File: config.mk
export PLATFORM = sky130hd
export DESIGN_NAME = lamp_conflict_monitor
export DESIGN_NICKNAME = d
export VERILOG_FILES = /design/src/rtl/lamp_conflict_monitor.sv
export SDC_FILE = /design/constraint.sdc
export NUM_CORES = 1
export LEC_CHECK = 0
export BUFFER_PORTS_ARGS = -buffer_cell sky130_fd_sc_hd__buf_2
export CAP_MARGIN = 10
export CORE_ASPECT_RATIO = 0.8
export CORE_MARGIN = 3
export CORE_UTILIZATION = 35
export DETAILED_ROUTE_END_ITERATION = 10
export PLACE_DENSITY = 0.54
export REMOVE_ABC_BUFFERS = 1
export SYNTH_ARGS = -nofsm -noshare
export SYNTH_HDL_FRONTEND = slang
export SYNTH_SLANG_ARGS = --single-unit
File: constraint.sdc
create_clock -name pin3_clk_16mhz -period 7.3 [get_ports pin3_clk_16mhz]
set_clock_uncertainty 0.15 [all_clocks]
set_input_delay 1.46 -clock pin3_clk_16mhz [delete_from_list [all_inputs] [get_ports pin3_clk_16mhz]]
set_output_delay 1.46 -clock pin3_clk_16mhz [all_outputs]
set_load 0.01 [all_outputs]
File: src/rtl/lamp_conflict_monitor.sv
// lamp_conflict_monitor: independent watchdog on the pedestrian-crossing lamp lines.
// Samples the five lamp lines once, checks pattern legality, road sequencing and
// phase timing, and latches the first fault code until reset.
// Optional macro LAMP_MON_SAFE_OUT_EN adds safe_* lamp outputs that pass the lamps
// through while healthy and switch to a flashing-yellow / ped-red pattern on fault.
module lamp_conflict_monitor #(
    parameter int unsigned TIMER_SCALE  = 16000000,
    parameter int unsigned MIN_YELLOW_S = 3,
    parameter int unsigned MIN_CLEAR_S  = 2,
    parameter int unsigned MAX_PHASE_S  = 60,
    parameter int unsigned STARTUP_S    = 12
) (
    input  logic       pin3_clk_16mhz,
    input  logic       rst,
    input  logic       lamp_green,
    input  logic       lamp_yellow,
    input  logic       lamp_red,
    input  logic       lamp_ped_green,
    input  logic       lamp_ped_red,
    output logic       fault,
    output logic [2:0] fault_code,
    output logic       monitor_active
`ifdef LAMP_MON_SAFE_OUT_EN
    ,
    output logic       safe_green,
    output logic       safe_yellow,
    output logic       safe_red,
    output logic       safe_ped_green,
    output logic       safe_ped_red
`endif
);

    localparam int unsigned TW = 32;
    localparam logic [TW-1:0] YELLOW_LIM  = TW'(MIN_YELLOW_S * TIMER_SCALE);
    localparam logic [TW-1:0] CLEAR_LIM   = TW'(MIN_CLEAR_S * TIMER_SCALE);
    localparam logic [TW-1:0] PHASE_LIM   = TW'(MAX_PHASE_S * TIMER_SCALE);
    localparam logic [TW-1:0] STARTUP_LIM = TW'(STARTUP_S * TIMER_SCALE);

    // Lamp vector layout: {ped_red, ped_green, red, yellow, green}
    localparam logic [4:0] PAT_DARK  = 5'b00000;
    localparam logic [4:0] PAT_TEST  = 5'b11111;
    localparam logic [4:0] PAT_CLEAR = 5'b10100;
    localparam logic [2:0] ROAD_G    = 3'b001;
    localparam logic [2:0] ROAD_Y    = 3'b010;
    localparam logic [2:0] ROAD_R    = 3'b100;

    typedef enum logic [1:0] {
        ST_STARTUP = 2'd0,
        ST_MONITOR = 2'd1,
        ST_FAULT   = 2'd2
    } state_t;

    state_t        state;
    logic [4:0]    lamp_d;
    logic [4:0]    lamp_q;
    logic [2:0]    road_prev;
    logic          ped_green_prev;
    logic [TW-1:0] phase_t;
    logic [TW-1:0] prev_len;
    logic [TW-1:0] clear_t;

    logic          road_ok_c;
    logic          ped_ok_c;
    logic          step_ok_c;
    logic          road_step_c;
    logic          ped_rise_c;
    logic [2:0]    chk_code_c;
    logic          set_fault_c;
    logic [2:0]    set_code_c;
    logic          enter_mon_c;

    function automatic logic [TW-1:0] sat_inc(input logic [TW-1:0] v);
        return (v == '1) ? v : v + TW'(1);
    endfunction

    assign lamp_d = {lamp_ped_red, lamp_ped_green, lamp_red, lamp_yellow, lamp_green};

    // Sample lamps; track current-pattern age, previous-pattern length and all-red time
    always_ff @(posedge pin3_clk_16mhz) begin
        if (rst) begin
            lamp_q         <= '0;
            road_prev      <= '0;
            ped_green_prev <= 1'b0;
            phase_t        <= '0;
            prev_len       <= '0;
            clear_t        <= '0;
        end else begin
            lamp_q         <= lamp_d;
            road_prev      <= lamp_q[2:0];
            ped_green_prev <= lamp_q[3];
            if (lamp_d != lamp_q) begin
                phase_t  <= '0;
                prev_len <= sat_inc(phase_t);
            end else begin
                phase_t  <= sat_inc(phase_t);
            end
            clear_t <= (lamp_q == PAT_CLEAR) ? sat_inc(clear_t) : '0;
        end
    end

    assign road_ok_c   = $onehot(lamp_q[2:0]);
    assign ped_ok_c    = $onehot(lamp_q[4:3]);
    assign step_ok_c   = (road_prev == ROAD_G && lamp_q[2:0] == ROAD_Y) ||
                         (road_prev == ROAD_Y && lamp_q[2:0] == ROAD_R) ||
                         (road_prev == ROAD_R && lamp_q[2:0] == ROAD_G);
    assign road_step_c = (road_prev != lamp_q[2:0]) && $onehot(road_prev) && road_ok_c;
    assign ped_rise_c  = lamp_q[3] && !ped_green_prev;

    // Rule checks on the sampled pattern; later assignments win so the lowest code is kept
    always_comb begin
        chk_code_c = 3'd0;
        if (phase_t >= PHASE_LIM)                                      chk_code_c = 3'd7;
        if (ped_rise_c && (clear_t < CLEAR_LIM))                       chk_code_c = 3'd6;
        if (road_prev == ROAD_Y && lamp_q[2:0] == ROAD_R &&
            (prev_len < YELLOW_LIM))                                   chk_code_c = 3'd5;
        if (road_step_c && !step_ok_c)                                 chk_code_c = 3'd4;
        if (!ped_ok_c)                                                 chk_code_c = 3'd3;
        if (!road_ok_c)                                                chk_code_c = 3'd2;
        if (lamp_q[3] && (lamp_q[0] || lamp_q[1]))                     chk_code_c = 3'd1;
    end

    // Decide whether this cycle raises a fault or arms the monitor
    always_comb begin
        set_fault_c = 1'b0;
        set_code_c  = 3'd0;
        enter_mon_c = 1'b0;
        case (state)
            ST_STARTUP: begin
                if (lamp_q == PAT_DARK || lamp_q == PAT_TEST) begin
                    if (phase_t >= STARTUP_LIM) begin
                        set_fault_c = 1'b1;
                        set_code_c  = 3'd7;
                    end
                end else if (chk_code_c != 3'd0) begin
                    set_fault_c = 1'b1;
                    set_code_c  = chk_code_c;
                end else begin
                    enter_mon_c = 1'b1;
                end
            end
            ST_MONITOR: begin
                if (chk_code_c != 3'd0) begin
                    set_fault_c = 1'b1;
                    set_code_c  = chk_code_c;
                end
            end
            default: ;
        endcase
    end

    // Monitor FSM with registered status outputs; fault is sticky until reset
    always_ff @(posedge pin3_clk_16mhz) begin
        if (rst) begin
            state          <= ST_STARTUP;
            fault          <= 1'b0;
            fault_code     <= 3'd0;
            monitor_active <= 1'b0;
        end else if (set_fault_c) begin
            state          <= ST_FAULT;
            fault          <= 1'b1;
            fault_code     <= set_code_c;
            monitor_active <= 1'b0;
        end else if (enter_mon_c) begin
            state          <= ST_MONITOR;
            monitor_active <= 1'b1;
        end
    end

`ifdef LAMP_MON_SAFE_OUT_EN
    localparam int unsigned   HALF_RAW   = TIMER_SCALE / 2;
    localparam logic [TW-1:0] FLASH_HALF = TW'((HALF_RAW > 0) ? HALF_RAW : 1);

    logic [TW-1:0] flash_cnt;

    // Pass lamps through while healthy; on fault force ped red and flash road yellow
    always_ff @(posedge pin3_clk_16mhz) begin
        if (rst) begin
            safe_green     <= 1'b0;
            safe_yellow    <= 1'b0;
            safe_red       <= 1'b0;
            safe_ped_green <= 1'b0;
            safe_ped_red   <= 1'b0;
            flash_cnt      <= '0;
        end else if (set_fault_c || fault) begin
            safe_green     <= 1'b0;
            safe_red       <= 1'b0;
            safe_ped_green <= 1'b0;
            safe_ped_red   <= 1'b1;
            if (!fault) begin
                safe_yellow <= 1'b1;
                flash_cnt   <= '0;
            end else if (flash_cnt == FLASH_HALF - TW'(1)) begin
                safe_yellow <= ~safe_yellow;
                flash_cnt   <= '0;
            end else begin
                flash_cnt   <= flash_cnt + TW'(1);
            end
        end else begin
            {safe_ped_red, safe_ped_green, safe_red, safe_yellow, safe_green} <= lamp_q;
            flash_cnt <= '0;
        end
    end
`endif

endmodule

==> metrics, run 1 <==
die area 14,900 µm²; Tcrit/Tclk final 0.403; Post-Syn Area 4700 µm²; Initial DRT Pass Iterations 4; first-pass GRT wire length 16.4 mm; dpl hpwl 6.80 mm; Post-route DRC 0; RSZ-0062 raised after global routing false; critical path cell sequence fa_1 > nor2b_1 > and3b_1 > and4_1 > nand4b_1 > o21ai_0 > nor3_1 > a221oi_1; worst hold path class flip-flop to flip-flop; Layout Nets about 560; minimum clock period 2.94 ns; commonest non-fill, non-tap cells in the layout nor2_1 (104), dfxtp_1 (101), nand3_1 (39); DRT Wirelength about 9.7 mm; worst setup path category flip-flop to flip-flop; CTS clk-pin slew, worst paths 0.07 ns; total CTS buffers 9; CTS-repair resized insts 0; YS warnings 0; Max Cap Viol 0; clk buf depth 2; Setup-failing EPs final 0; FFs w/ async S/R, synth 0; post-synth cell types 50; largest net degree at the start of global routing 46; Vias approximately 3,700; final instance area 5160 µm²; Synth area leader dfxtp_1; Static Leak between 1.5 and 2 nW; Fmax approximately 0.34 GHz; Yosys top cell area share 0.430; commonest non-fill, non-tap cell in the layout nor2_1; Worst Setup End Kind flip-flop; PwrDens roughly 200 nW/µm²; Antenna diodes 0; Post-CTS Setup Repair Bufs 0; Crit Path Max Fanout 11; CTS root buf clkbuf_16; number of global-route vias before repair 3,398; clk_lat worst skew 0.35 ns; Initial Utilization 0.362; CP peak stage delay 0.58 ns; VDD IR max 0.000161 V; DRT iter0 DRCs 197; layout cells sized above 1 0.0614; # hold bufs at CTS 0; Synth-to-Final Area Change 9.79%; CP max-delay cell dfxtp_1; sequential fraction of the synthesis area 0.430; Primary FF master, synth dfxtp_1; overall routing resource usage 0.139; H-tree Lvls 3; top cells by area, synth dfxtp_1 (43%), nor2_1 (8.3%), xor2_1 (6.7%); wire length per cell 13.4 µm; worst endpoint data arrival time 3.05 ns; Seq cells post-synth ~100; critical path's top delay family simple AND/OR/NAND/NOR gates; initial antenna violation count 0; Final TNS setup 0 ns; CTS tree done; Ports 12; max_slew headroom 0.419; DP Area around 5000 µm²; CP bufs+invs 0; core area 13,000 µm²; synthesized area per cell 8.55 µm²; pin slew with the least headroom to its limit around 0.86 ns; port bufs 11; Slew Limit Fails 0; remaining global-route overflow 0; Die Y 110 µm; Row Count 37; Die Wd 136 µm; Final Hold Viols 0; DR vias/cell just over 5; required time of the critical path 7.40 ns; Clock Sinks approximately 100; GPL Wtd Cong 0.829; Post-synth EDFFs 0; status completed; Syn Inst Count 550; DRT antenna net count 0; Startpoint Class flip-flop
final cells by class:
class / instances / area, µm²
Clock inverter: 2 / 10.0
Multi-Input combinational cell: 410 / 2530
Tap cell: 175 / 219
Fill cell: 1323 / 7850
Timing Repair Buffer: 13 / 70.1
Inverter: 16 / 60.1
Clock buffer: 12 / 256
Sequential cell: 101 / 2020
flip-flops by register name, summed over array words and instances (netlist names), named ones only:
register        flops
prev_len           22
state               2
ped_green_prev      1
phase_t            23
clear_t            32
lamp_q              5
road_prev           3
fault_code          3
fault               1
Yosys cell counts, types with 2 or more instances:
| cell type | n |
|---|---|
| nor2_1 | 104 |
| dfxtp_1 | 101 |
| nand3_1 | 39 |
| xor2_1 | 36 |
| xnor2_1 | 32 |
| a211oi_1 | 25 |
| nand2_1 | 25 |
| clkbuf_1 | 21 |
| nor3_1 | 18 |
| and3_1 | 17 |
| inv_1 | 16 |
| nor2b_1 | 13 |
| a21oi_1 | 11 |
| o21ai_0 | 11 |
| nand4_1 | 10 |
| nor4_1 | 9 |
| and4_1 | 8 |
| and2_1 | 6 |
| or3_1 | 4 |
| ha_1 | 3 |
| nor4bb_1 | 3 |
| o211ai_1 | 3 |
| or2_2 | 3 |
| a211o_1 | 2 |
| a221oi_1 | 2 |
| fa_1 | 2 |
| nand4_4 | 2 |
| or4_1 | 2 |
tightest hold or removal path, cell delays in order (launching register included):
cell and delay [ns]:
dfxtp_1 0.30, inv_1 0.04, a21oi_1 0.05
per-stage QoR:
stage,std cells,utilization,hold WS [ns],power [W],setup slack (ns)
floorplan,527,-,0.313,0.000611,3.61
CTS,729,0.397,0.296,0.00107,4.32
detailed placement,715,0.376,0.288,0.000628,4.02
global placement,715,0.376,0.280,0.000627,4.06
global route,729,0.397,0.325,0.00110,4.00
finish,729,0.397,0.291,0.00106,4.36
worst paths after layout:
| kind | start | to | slack, ns | cells after the start |
|---|---|---|---|---|
| worst min register to register | fault$_SDFFE_PP0P_ | fault$_SDFFE_PP0P_ | 0.29 | 2 |
| worst max register to register | lamp_q[1]$_SDFF_PP0_ | fault_code[0]$_SDFFE_PP0P_ | 4.36 | 8 |
| worst max-delay path | lamp_q[1]$_SDFF_PP0_ | fault_code[0]$_SDFFE_PP0P_ | 4.36 | 8 |
| worst min-delay path | fault$_SDFFE_PP0P_ | fault$_SDFFE_PP0P_ | 0.29 | 2 |
metal layers:
layer  GRT usage  routed length, µm
met4      0.0403                138
met1       0.201               5290
met2       0.194               3960
met5           0                  0
met3      0.0471                356
report_power, final:
| part | switching [W] | internal [W] | leakage, nW |
|---|---|---|---|
| Clock | 0.000196 | 0.000245 | 0.134 |
| Sequential | 0.00000948 | 0.000560 | 0.817 |
| Combinational | 0.0000259 | 0.0000197 | 0.827 |
cells by family (layout without fill, tap and decap cells):
family / after synthesis / after routing / share of synthesized area
AO/OA/AOI/OAI: 65 / 65 / 0.0966
XOR/XNOR: 68 / 68 / 0.127
adder cells (fa/ha/maj): 5 / 5 / 0.0165
buffers and inverters: 39 / 43 / 0.0330
flip-flops: 101 / 101 / 0.430
multiplexers: 1 / 1 / 0.00213
AND/OR/NAND/NOR: 271 / 271 / 0.295
No activity file was read; power rests on OpenSTA's default activity.
==> run 2: changes to the inputs <==
PLACE_DENSITY = 0.56   (was 0.54)
clock period = 2.54 ns   (was 7.3 ns; I/O delays follow)
==> run 2 against run 1 <==
  * Setup slack lost 4.3 ns
  * Critical path depth shrank 1
  * Core utilization grew 3.1 points
  * Sequential power grew to 2.9 times the previous value
  * Largest cell class unchanged
  * Flip-flop and latch count is the same
  * Clock-buffer cell count is the same
  * Clock power grew to 3.4 times the previous value
  * Design area grew 7.7%
  * Combinational power grew to 3.6 times the previous value
  * Non-clock buffer count grew 36
  * Global-route usage grew 0.60 points
  * Wire length grew 6.5%
  * Highest routed layer unchanged
==> metrics, run 2 (same netlist as run 1, synthesis figures left out) <==
status completed; DR vias/cell 5.10; max reg flops 32; Die Wd about 140 µm; Setup-failing EPs final 0; Static Leak 2.00 nW; Slew Limit Fails 0; Vias 3,910; dpl hpwl between 7 and 8 mm; worst setup path category flip-flop to flip-flop; largest net degree at the start of global routing 45; critical path's top delay family simple AND/OR/NAND/NOR gates; overall routing resource usage 0.145; hold path depth 2; Tcrit/Tclk final 0.972; reg2reg end prev_len[15]$_SDFFE_PP0P_; hold path start lamp_yellow; Synth-to-Final Area Change 18.2%; Hold WS 0.253 ns; Initial DRT Pass Iterations 5; stages on the worst setup path 7; minimum clock period 2.47 ns; Power Total 0.00328 W; core area 13,000 µm²; clk buf depth 2; DP Worst Slack -0.0455 ns; CTS tree done; RSZ-0062 raised after global routing true; Startpoint Class flip-flop; pin slew with the least headroom to its limit 0.641 ns; Die Y 110 µm; CP max-delay cell or4b_4; Layout Nets 599; GPL Wtd Cong 0.842; commonest non-fill, non-tap cells in the layout nor2_1 (104), dfxtp_1 (94), nand3_1 (38), buf_4 (38), xor2_1 (35); Max Cap Viol 0; clk_lat worst skew 0.35 ns; wire length per cell 13.5 µm; Crit Path Max Fanout 5; layout cells sized above 1 0.152; reg2reg path depth 7; worst endpoint data arrival time between 2 and 3 ns; first-pass GRT wire length between 15 and 20 mm; DRT iter0 DRCs 207; H-tree Lvls 3; port bufs 11; Row Count 37; initial antenna violation count 0; R2R setup slack 0.07 ns; Ports 12; Post-route DRC 0; CP bufs+invs 0; Fmax 0.405 GHz; Worst Hold End lamp_q[1]$_SDFF_PP0_; number of global-route vias before repair 3,615; reg2reg start phase_t[10]$_SDFF_PP0_; worst setup margin 0.0715 ns; PwrDens 590 nW/µm²; Antenna diodes 0; worst hold path class input port to flip-flop; biggest regs clear_t (32), phase_t (23), prev_len (22); total CTS buffers 9; commonest non-fill, non-tap cell in the layout nor2_1; required time of the critical path 2.66 ns; Clock Sinks 101; Worst Setup End Kind flip-flop; CTS clk-pin slew, worst paths roughly 0.07 ns; Final Hold Viols 0; Reg with most FFs clear_t; CTS root buf clkbuf_16; remaining global-route overflow 0; DRT antenna net count 0; die area 14,900 µm²; CP peak stage delay 0.60 ns; DRT Wirelength 10.4 mm; critical path cell sequence nand4_4 > or4_4 > or4b_4 > nand3_2 > nor3_1 > xnor2_1 > a211oi_1; Initial Utilization 0.362; max_slew headroom 0.573; VDD IR max 0.000293 V
[run 2: changes by cell type in the layout (fill, tap and decap cells not counted), moves of 2 or more]
cell and delta:
dfxtp_2 +6, bufinv_16 +2, nor2b_1 -2, buf_4 +36
dfxtp_1 -7
[run 2: worst max-delay path by stage]
stage,endpoint,start,slack (ns)
6_report,prev_len[15]$_SDFFE_PP0P_,phase_t[10]$_SDFF_PP0_,0.07
2_1_floorplan,flip-flop,lamp_yellow,-0.20
3_3_place_gp,prev_len[13]$_SDFFE_PP0P_,phase_t[11]$_SDFF_PP0_,0.05
4_1_cts,prev_len[29]$_SDFFE_PP0P_,flip-flop,0.01
3_5_place_dp,prev_len[13]$_SDFFE_PP0P_,flip-flop,-0.05
5_1_grt,prev_len[15]$_SDFFE_PP0P_,phase_t[11]$_SDFF_PP0_,-0.02
[run 2: layout make-up]
cell class | count | area [µm²]
Fill cell | 1247 | 7450
Multi-Input combinational cell | 410 | 2580
Sequential cell | 101 | 2030
Timing Repair Buffer | 49 | 340
Clock buffer | 12 | 256
Tap cell | 175 | 219
Clock inverter | 4 | 70.1
Inverter | 16 | 60.1
[run 2: report_power, final]
group          internal, W  switching, W
clock             0.000914      0.000580
sequential         0.00161     0.0000189
combinational    0.0000724     0.0000897
total              0.00259      0.000689
[run 2: repair_timing]
action                     in CTS  in global routing
hold buffers                    0                  0
setup endpoints to repair       4                 19
gates resized for setup         1                 20
setup buffers                   0                  1
pin swaps                       0                  4
[run 2: per-stage QoR]
stage | instances | utilization | cell area (µm²) | TNS (ns)
after floorplan | 527 | - | 4610 | -6.46
after global placement | 750 | 0.397 | 5160 | 0
after detailed placement | 750 | 0.397 | 5160 | -0.119
after CTS | 766 | 0.422 | 5490 | 0
final | 767 | 0.428 | 5560 | 0
after global routing | 767 | 0.428 | 5560 | -0.0672
[run 2: routing by layer]
| layer | track usage | share of wire | vias up |
|---|---|---|---|
| met3 | 0.0357 | 0.053 | 11 |
| met2 | 0.213 | 0.42 | 82 |
| met5 | 0 | 0 | - |
| met1 | 0.204 | 0.51 | 1830 |
| met4 | 0.0561 | 0.015 | 0 |
| li1 | - | - | 1987 |
